<file path="config.mk">
export PLATFORM = sky130hd
export DESIGN_NAME = obstacle_scheduler
export DESIGN_NICKNAME = d
export VERILOG_FILES = /design/src/rtl/obstacle_scheduler.sv
export SDC_FILE = /design/constraint.sdc
export NUM_CORES = 1
export LEC_CHECK = 0
export CAP_MARGIN = 15
export CORE_ASPECT_RATIO = 0.9
export CORE_MARGIN = 2
export CORE_UTILIZATION = 30
export DETAILED_ROUTE_END_ITERATION = 10
export PLACE_DENSITY_LB_ADDON = 0.2
export RECOVER_POWER = 100
export SLEW_MARGIN = 20
export SYNTH_ARGS = -nofsm -noshare
export SYNTH_HDL_FRONTEND = slang
export SYNTH_SLANG_ARGS = --single-unit
</file>
<file path="constraint.sdc">
create_clock -name i_clk -period 7.25 [get_ports i_clk]
set_input_delay 1.0875 -clock i_clk [delete_from_list [all_inputs] [get_ports i_clk]]
set_output_delay 1.0875 -clock i_clk [all_outputs]
set_load 0.05 [all_outputs]
</file>
<file path="src/rtl/obstacle_scheduler.sv">
// Frame-rate obstacle slot scheduler: spawns, scrolls and retires obstacles under gamemode control.
// Optional difficulty ramp enabled by defining OBSTACLE_DIFFICULTY_RAMP_EN.
module obstacle_scheduler #(
  parameter int          SLOTS          = 10,
  parameter int          SCREEN_W       = 640,
  parameter int          OBS_W          = 40,
  parameter int          OBS_H          = 120,
  parameter int          UPPER_BOUND    = 20,
  parameter int          LOWER_BOUND    = 460,
  parameter int          SPAWN_INTERVAL = 90,
  parameter int          SCROLL_SPEED   = 4,
  parameter logic [15:0] LFSR_SEED      = 16'hACE1
) (
  input  logic                  i_clk,
  input  logic                  i_rst,
  input  logic [1:0]            i_gamemode,
  output logic [SLOTS-1:0][9:0] o_obstacle_x_left,
  output logic [SLOTS-1:0][9:0] o_obstacle_x_right,
  output logic [SLOTS-1:0][8:0] o_obstacle_y_up,
  output logic [SLOTS-1:0][8:0] o_obstacle_y_down,
  output logic [SLOTS-1:0]      o_active,
  output logic                  o_spawn_overflow,
  output logic [15:0]           o_passed_count
);

  localparam int CNT_W   = $clog2(SPAWN_INTERVAL + 1);
  localparam int RCNT_W  = $clog2(SLOTS + 1);
  localparam int Y_RANGE = LOWER_BOUND - UPPER_BOUND - OBS_H;

  typedef enum logic [1:0] {
    S_CLEAR = 2'b00,
    S_RUN   = 2'b01,
    S_PAUSE = 2'b10,
    S_OVER  = 2'b11
  } state_t;

  state_t r_state, w_state_nxt;

  logic [SLOTS-1:0][9:0] r_x_left, r_x_right;
  logic [SLOTS-1:0][8:0] r_y_up, r_y_down;
  logic [SLOTS-1:0]      r_active;
  logic                  r_overflow;
  logic [15:0]           r_passed;
  logic [15:0]           r_lfsr;
  logic [CNT_W-1:0]      r_cnt;

  logic [3:0]        w_speed;
  logic [CNT_W-1:0]  w_reload;
  logic [SLOTS-1:0]  w_retire, w_spawn_sel;
  logic [RCNT_W-1:0] w_retire_cnt;
  logic [16:0]       w_passed_sum;
  logic              w_spawn_due, w_free_found, w_lfsr_fb;
  logic [8:0]        w_r_raw, w_r_adj, w_y_up;

`ifdef OBSTACLE_DIFFICULTY_RAMP_EN
  logic [9:0]       r_frame;
  logic [3:0]       r_speed;
  logic [CNT_W-1:0] r_interval;
  assign w_speed  = r_speed;
  assign w_reload = r_interval - CNT_W'(1);
`else
  assign w_speed  = 4'(SCROLL_SPEED);
  assign w_reload = CNT_W'(SPAWN_INTERVAL - 1);
`endif

  always_ff @(posedge i_clk) begin
    if (i_rst) r_state <= S_CLEAR;
    else       r_state <= w_state_nxt;
  end

  always_comb begin
    w_state_nxt = r_state;
    w_state_nxt = state_t'(i_gamemode);
  end

  assign w_lfsr_fb = r_lfsr[15] ^ r_lfsr[13] ^ r_lfsr[12] ^ r_lfsr[10];
  assign w_r_raw   = r_lfsr[8:0];
  assign w_r_adj   = (w_r_raw >= 9'(Y_RANGE)) ? w_r_raw - 9'(Y_RANGE) : w_r_raw;
  assign w_y_up    = 9'(UPPER_BOUND) + w_r_adj;

  assign w_spawn_due  = (r_cnt == '0);
  assign w_free_found = |(~r_active);
  // lowest clear bit of the active mask; all-ones wraps to zero so nothing is selected
  assign w_spawn_sel  = w_spawn_due ? (~r_active & (r_active + SLOTS'(1))) : '0;

  always_comb begin
    w_retire     = '0;
    w_retire_cnt = '0;
    for (int i = 0; i < SLOTS; i++) begin
      if (r_active[i] && (r_x_right[i] <= {6'd0, w_speed})) begin
        w_retire[i]  = 1'b1;
        w_retire_cnt = w_retire_cnt + RCNT_W'(1);
      end
    end
    w_passed_sum = {1'b0, r_passed} + 17'(w_retire_cnt);
  end

  always_ff @(posedge i_clk) begin
    if (i_rst) begin
      r_x_left   <= '0;
      r_x_right  <= '0;
      r_y_up     <= '0;
      r_y_down   <= '0;
      r_active   <= '0;
      r_overflow <= 1'b0;
      r_passed   <= '0;
      r_lfsr     <= LFSR_SEED;
      r_cnt      <= CNT_W'(SPAWN_INTERVAL - 1);
`ifdef OBSTACLE_DIFFICULTY_RAMP_EN
      r_frame    <= '0;
      r_speed    <= 4'(SCROLL_SPEED);
      r_interval <= CNT_W'(SPAWN_INTERVAL);
`endif
    end else begin
      r_lfsr <= {r_lfsr[14:0], w_lfsr_fb};
      case (r_state)
        S_CLEAR: begin
          r_x_left   <= '0;
          r_x_right  <= '0;
          r_y_up     <= '0;
          r_y_down   <= '0;
          r_active   <= '0;
          r_overflow <= 1'b0;
          r_passed   <= '0;
          r_cnt      <= CNT_W'(SPAWN_INTERVAL - 1);
`ifdef OBSTACLE_DIFFICULTY_RAMP_EN
          r_frame    <= '0;
          r_speed    <= 4'(SCROLL_SPEED);
          r_interval <= CNT_W'(SPAWN_INTERVAL);
`endif
        end
        S_RUN: begin
          for (int i = 0; i < SLOTS; i++) begin
            if (w_retire[i]) begin
              r_x_left[i]  <= '0;
              r_x_right[i] <= '0;
              r_y_up[i]    <= '0;
              r_y_down[i]  <= '0;
              r_active[i]  <= 1'b0;
            end else if (r_active[i]) begin
              r_x_left[i]  <= r_x_left[i] - {6'd0, w_speed};
              r_x_right[i] <= r_x_right[i] - {6'd0, w_speed};
            end else if (w_spawn_sel[i]) begin
              r_x_left[i]  <= 10'(SCREEN_W);
              r_x_right[i] <= 10'(SCREEN_W + OBS_W);
              r_y_up[i]    <= w_y_up;
              r_y_down[i]  <= w_y_up + 9'(OBS_H);
              r_active[i]  <= 1'b1;
            end
          end
          if (w_spawn_due) begin
            r_cnt <= w_reload;
            if (!w_free_found) r_overflow <= 1'b1;
          end else begin
            r_cnt <= r_cnt - CNT_W'(1);
          end
          r_passed <= w_passed_sum[16] ? 16'hFFFF : w_passed_sum[15:0];
`ifdef OBSTACLE_DIFFICULTY_RAMP_EN
          if (r_frame == 10'd599) begin
            r_frame    <= '0;
            r_speed    <= (r_speed < 4'd8) ? r_speed + 4'd1 : r_speed;
            r_interval <= (r_interval >= CNT_W'(40)) ? r_interval - CNT_W'(10) : CNT_W'(30);
          end else begin
            r_frame <= r_frame + 10'd1;
          end
`endif
        end
        default: ;
      endcase
    end
  end

  assign o_obstacle_x_left  = r_x_left;
  assign o_obstacle_x_right = r_x_right;
  assign o_obstacle_y_up    = r_y_up;
  assign o_obstacle_y_down  = r_y_down;
  assign o_active           = r_active;
  assign o_spawn_overflow   = r_overflow;
  assign o_passed_count     = r_passed;

endmodule

</file>
==> run summary, run 1 <==
Outcome = finished, violations left
Violated checks = max-capacitance violations, max-slew violations
Startpoint Class = register
Sequential power share = 41.7%
H-Tree Level Count = 2
Area of the die = 0.0583 sq mm
Ys async rst share = 0%
Synthesized area per cell = 8.31 sq um
Final wirelength = 58300 um
Crit path capture type = register
Vias in the first global route = 15154
Final count of pins violating max slew = 160
Dpl hpwl = 40900 um
Area leader, netlist = dfxtp_1
Top cells by area in the synthesized netlist = dfxtp_1, nor2_1, a22oi_1, a21oi_1, ha_1
Maximum clock rate = 0.146 GHz
Final-stage net count = 2427
Rows = 82
Leakage power total = 0.00986 uW
Syn Inst Count = 2038
Die X = 254 um
Layout cells sized above 1 = 7.00%
Tmin final = 6.86 ns
Worst slew pin tran = 3.11 ns
Int Pwr = 3570 uW
Switching pwr = 1510 uW
IO Count = 411
Root Buffer = clkbuf_16
Crit Path Category = reg -> reg
Clock latency on the worst-skew pair = 0.57 ns
Critical path's top delay family = simple AND/OR/NAND/NOR gates
Remaining antenna violation count = 0
CTS Hold Buffers Added = 0
TritonCTS clock tree = yes
Pre-CTS WS = -0.151 ns
Most common cell in the netlist = nor2_1
VDD IR max = 143 uV
Worst Path Required = 7.65 ns
Worst Skew = 0.0255 ns
Area grow syn2layout = 34.2%
Placed Area = 0.0213 sq mm
Gr usage total = 19.5%
DR vias/cell = 4.98
Commonest cells in the netlist = nor2_1, dfxtp_1, a21oi_1, nand2_1, a22oi_1
Synth Cell Area = 0.0169 sq mm
Routed len/inst = 18.5 um
Class of the worst hold path = reg -> reg
Initial core utilization = 30.4%
Yosys cell types = 71
Post-Place Cells = 3077
Critical-path top delay cell = or4b_4
Combinational share of power = 16.3%
Clock power frac = 42.0%
Slew headroom = -107%
Hold Fails Final Rpt = 0
Largest net degree at the start of global routing = 152
Max Cap Viol = 2
Sw Share = 29.7%
Gpl congestion = 0.851
Clk sinks = 362
CTS Buf Count = 42
Remaining DRCs = 0
Clock slew at the register clock pins of the worst setup and hold paths = 0.06 ns
Worst Path Buf+Inv = 3
Setup Viol. Count Final = 0
Most frequent CP cell = ha_1
Die height = 229 um
Area share of the largest cell type after synthesis = 42.8%
Final worst setup slack = 0.386 ns
Pwr dens = 223 mW/mm^2
First-pass GRT wire length = 89500 um
I/O Buffers = 370
DRT Pass-1 Iters = 5
Initial antenna violation count = 1
Gr ovfl total = 0
Crit path DAT = 7.26 ns
Syn. warnings = 0
Iteration-0 DRC Markers = 966
CP peak stage delay = 0.58 ns
Via count = 15729
Worst-path fanout max = 9
Post-route insts no fill = 3157
Fin crit share = 94.7%
Primary FF master, synth = dfxtp_1
Post-synth EDFFs = 0
Max clock buf depth = 3
Yosys reg bits = 362
Final instance area = 0.0227 sq mm
Post-synthesis sequential area ratio = 42.8%
Core Footprint = 0.0557 sq mm
[flip-flops by register name, indices dropped and copies added (netlist names)]
register,flops
o_obstacle_x_right,80
o_obstacle_x_left,80
o_passed_count,16
o_active,10
r_cnt,7
o_obstacle_y_down,60
r_lfsr,16
o_obstacle_y_up,90
r_state,2
o_spawn_overflow,1
[kinds of logic (layout without fill, tap and decap cells)]
group	after synthesis	count (layout)	share of synthesized area, %
xor gates and xnor gates	133	133	7.38
and+or+nand+nor	784	784	21.3
other	1	41	0.0222
AOI/OAI and AO/OA	450	450	17.0
DFF	362	362	42.8
adders and majority gates	53	53	3.96
muxes	6	6	0.377
buffers and inverters	249	572	7.14
[cells in the final DEF, fill, tap and decap left out, types with 7 or more instances in the layout]
cell and instances:
a21oi_1 149, buf_4 44, nand4b_1 7, nand2b_1 24, a31oi_1 11, nor4b_1 8
nand2_1 131, nand4_1 8, nor2_1 363, ha_1 50, a22oi_1 123, and3_1 7
clkbuf_8 10, clkbuf_16 42, nor2b_1 19, nand3_1 55, dfxtp_1 361, inv_1 66
o21ai_0 74, nor4_1 28, a22o_1 28, clkbuf_1 25, conb_1 40, xnor2_1 54
or2_2 15, or3_1 23, dlygate4sd3_1 367, nor3_1 53, a211oi_1 14, xor2_1 71
[path summary, 6_finish.rpt]
| check | startpoint | to | slack [ns] | cells past startpoint |
|---|---|---|---|---|
| worst max-delay path | o_obstacle_x_right[27] | o_passed_count[5] | 0.39 | 35 |
| worst min-delay path | r_lfsr[9] | r_lfsr[10] | 0.41 | 1 |
| worst max register to register | o_obstacle_x_right[27] | o_passed_count[5] | 0.39 | 35 |
| worst min register to register | r_lfsr[9] | r_lfsr[10] | 0.41 | 1 |
[stage by stage]
step / util [%] / setup TNS (ns) / total power (uW) / hold slack (ns)
6_report: 40.8 / 0 / 5070 / 0.415
4_1_cts: 40.7 / 0 / 5170 / 0.416
2_1_floorplan: - / 0 / 2760 / 0.389
3_5_place_dp: 38.2 / -1.27 / 3010 / 0.401
3_3_place_gp: 38.2 / 0 / 3000 / 0.397
5_1_grt: 40.8 / -0.00141 / 5310 / 0.427
[timing repair]
action                     in CTS  in global routing
buffers inserted                1                  4
gates resized for setup         3                 23
pin swaps                       0                  7
setup endpoints to repair      14                 16
[worst reg2reg max path: cells and delay by family (launching register included)]
| family | cells | cell delay (ns) |
|---|---|---|
| buffers and inverters | 3 | 0.28 |
| adders and majority gates | 5 | 1.36 |
| muxes | 3 | 0.73 |
| AOI/OAI and AO/OA | 6 | 0.86 |
| and+or+nand+nor | 13 | 2.37 |
| xor gates and xnor gates | 5 | 0.76 |
| DFF | 1 | 0.33 |
[power by group through the flow]
stage / Combinational, uW / Sequential, uW / Clock (uW)
detailed placement: 848 / 2160 / 0
global placement: 843 / 2160 / 0
floorplan: 451 / 2310 / 0
finish: 829 / 2110 / 2130
CTS: 852 / 2120 / 2200
global route: 900 / 2120 / 2290
[metal layers]
metal	vias up	GRT usage, %	wire [um]
met1	7557	25.3	25700
met4	0	4.76	923
li1	7626	-	-
met2	480	32.2	27500
met5	-	0	0
met3	66	4.96	4190
[area by class of cell]
cell class	count	area [sq um]
diodes	1	2.50
multi-input cells	1466	8780
clock inverters	9	146
well taps	756	946
clock buffers	65	1230
inverters	70	263
repair buffers	428	4110
fillers	5611	33000
flip-flops and latches	362	7250
Power figures use the tool's default switching activity.
==> run 2, diff against run 1 <==
clock period = 6.1 ns   (was 7.25 ns; I/O delays follow)
==> run 2 against run 1 <==
The flow finishes with violations (max-capacitance violations, max-slew violations, negative setup slack). Sequential share of layout area fell by 1.1 points. First-iteration DRC count down 7.9%. Sequential power up 19%. Wire length increased by 2.3%. Non-clock buffer count grew 75. Largest power group is now registers. Clock skew down 0.011 ns. Global-route usage grew 0.30 points. Cell count is 2.3% higher.
==> run summary, run 2 (same netlist as run 1, synthesis figures left out) <==
TritonCTS clock tree = yes
Worst Skew = 0.0150 ns (-0.0105 ns)
Gpl congestion = 0.854 (+0.28%)
VDD IR max = 182 uV (+28%)
CP peak stage delay = 0.44 ns (-0.14 ns)
Diode count = 0 (-1)
Area of the die = 0.0583 sq mm (unchanged)
Setup TNS = -6.04 ns (-6.04 ns)
Hold Fails Final Rpt = 0 (unchanged)
Sequential power share = 41.7% (about the same)
Dpl hpwl = 42600 um (+4.1%)
Setup Viol. Count Final = 16 (+16)
Routed len/inst = 18.5 um (about the same)
CTS Buf Count = 42 (unchanged)
Remaining DRCs = 0 (unchanged)
Worst Hold Path EP = r_lfsr[10]
RSZ-0062 raised after global routing = true
Slew headroom = -56.5% (+51 points)
Max Cap Viol = 1 (-1)
Max clock buf depth = 3 (unchanged)
Crit path capture type = register
Root Buffer = clkbuf_16
Violated checks = max-capacitance violations, max-slew violations, negative setup slack
DR vias/cell = 4.95 (-0.55%)
IO Count = 411 (unchanged)
Sw Share = 30.4% (+0.68 points)
FF-to-FF Start = o_obstacle_x_right[6]
Flop2flop setup slack = -0.41 ns (-0.79 ns)
Worst slew pin tran = 2.35 ns (-0.759 ns)
HP Start = r_lfsr[9]
Largest net degree at the start of global routing = 65 (-57%)
Clk sinks = 362 (unchanged)
Final worst setup slack = -0.405 ns (-0.791 ns)
Final count of pins violating max slew = 53 (-67%)
Worst-path fanout max = 6 (-3)
Die X = 254 um (unchanged)
Layout cells sized above 1 = 12.5% (+5.5 points)
Core Footprint = 0.0557 sq mm (unchanged)
Remaining antenna violation count = 0 (unchanged)
Vias in the first global route = 15440 (+1.9%)
Post-route insts no fill = 3230 (+2.3%)
Most frequent cells in the layout = clkdlybuf4s50_1, nor2_1, dfxtp_1
Post-Place Cells = 3145 (+2.2%)
Die height = 229 um (unchanged)
Pwr dens = 255 mW/mm^2 (+14%)
Combinational share of power = 17.6% (+1.3 points)
Hold_ws = 0.416 ns (+0.000937 ns)
Worst hold stages = 1 (unchanged)
First-pass GRT wire length = 91000 um (+1.6%)
Reg2Reg Depth = 33 (-5.7%)
I/O Buffers = 370 (unchanged)
Leakage power total = 0.00905 uW (-8.2%)
Crit Path Category = reg -> reg
Outcome = finished, violations left
DRT Pass-1 Iters = 5 (unchanged)
Area grow syn2layout = 39.5%
Crit path DAT = 6.97 ns (-0.29 ns)
Via count = 16004 (+1.7%)
Max reg flops = 90 (unchanged)
Rows = 82 (unchanged)
Initial core utilization = 30.4% (unchanged)
Clock latency on the worst-skew pair = 0.56 ns (about the same)
Startpoint Class = register
Critical-path top delay cell = or4bb_1
Tmin final = 6.51 ns (-0.359 ns)
Gr usage total = 19.8% (+0.30 points)
Iteration-0 DRC Markers = 890 (-7.9%)
Int Pwr = 4190 uW (+17%)
Fin crit share = 107% (+12 points)
Leading cell type in the layout, fill and taps excluded = clkdlybuf4s50_1
Initial antenna violation count = 0 (-1)
Worst Path Required = 6.57 ns (-1.08 ns)
Final wirelength = 59700 um (+2.3%)
H-Tree Level Count = 2 (unchanged)
Gr ovfl total = 0 (unchanged)
R2r endpoint = o_passed_count[14]
Clock slew at the register clock pins of the worst setup and hold paths = 0.06 ns (about the same)
Clock power frac = 40.7% (-1.3 points)
Most frequent CP cell = ha_4
Maximum clock rate = 0.154 GHz (+5.5%)
Class of the worst hold path = reg -> reg
Switching pwr = 1830 uW (+21%)
Final-stage net count = 2504 (+3.2%)
==> run 2: cell types whose count changed in the layout (fill, tap and decap cells not counted), moves of 4 or more <==
cell             before  now
dfxtp_2               1   12
clkdlybuf4s50_1       2  369
ha_4                  1    6
clkbuf_1             25   13
o21ai_1               2    7
buf_4                44  131
dfxtp_1             361  347
nand3_4               0    4
o21ai_0              74   68
a21oi_1             149  140
nand3_1              55   50
a21oi_2               2   10
ha_1                 50   44
dlygate4sd3_1       367    0
==> run 2: layout make-up <==
type                       count  area (sq um)
clock buffer                  60          1200
timing repair buffer         503          4700
fill                        5504         32100
multi-input combinational   1468          9120
inverter                      70           263
clock inverter                11           105
sequential                   362          7270
tap                          756           946
==> run 2: stage by stage <==
step	setup WS, ns	util [%]	power (uW)	instance area, sq um
global route	-0.700	42.4	6280	23600
floorplan	-0.500	-	3280	17200
CTS	-0.406	41.9	6090	23400
global placement	-0.536	39.3	3600	21900
detailed placement	-0.685	39.4	3610	21900
finish	-0.405	42.4	6020	23600
==> run 2: worst max-delay path by stage <==
stage,startpoint,to,slack (ns),depth (start not counted)
floorplan,o_obstacle_x_right[25],o_passed_count[7],-0.50,34
global placement,o_obstacle_x_right[6],o_passed_count[13],-0.54,34
global route,o_obstacle_x_right[6],o_passed_count[7],-0.70,34
finish,o_obstacle_x_right[6],o_passed_count[14],-0.41,33
CTS,o_obstacle_x_right[6],o_passed_count[13],-0.41,34
detailed placement,o_obstacle_x_right[6],o_passed_count[6],-0.68,34
==> run 2: worst max-delay path: cells and delay by family (launching register included) <==
family / cells / cell delay [ns]
AND/OR/NAND/NOR: 13 / 2.25
buffers and inverters: 2 / 0.24
XOR/XNOR: 5 / 0.87
multiplexers: 1 / 0.28
adder cells (fa/ha/maj): 5 / 1.26
flip-flops: 1 / 0.34
AO/OA/AOI/OAI: 7 / 1.18
==> run 2: metal layers <==
layer	wire [um]	track usage, %	up-vias
li1	-	-	7766
met1	26100	25.1	7685
met2	28100	32.9	461
met3	3910	4.92	92
met4	1600	6.05	0
met5	0	0	-
==> run 2: repair_timing <==
item,CTS,global route
hold buffers,0,0
pin swaps,26,24
cloned,2,0
endpoints found under the setup margin,16,16
buffers inserted,6,6
resized for setup,19,37
==> run 2: power by group through the flow <==
stage	logic [uW]	clock network (uW)	registers, uW
floorplan	537	0	2740
global placement	1040	0	2560
finish	1060	2450	2510
CTS	1060	2530	2510
detailed placement	1050	0	2560
global route	1140	2620	2520
==> run 3, diff against run 2 <==
ABC_CLOCK_PERIOD_IN_PS = 6100   (was unset)
==> results of run 3 <==
Same layout as run 2: the final DEF is identical, and so are final timing and power.
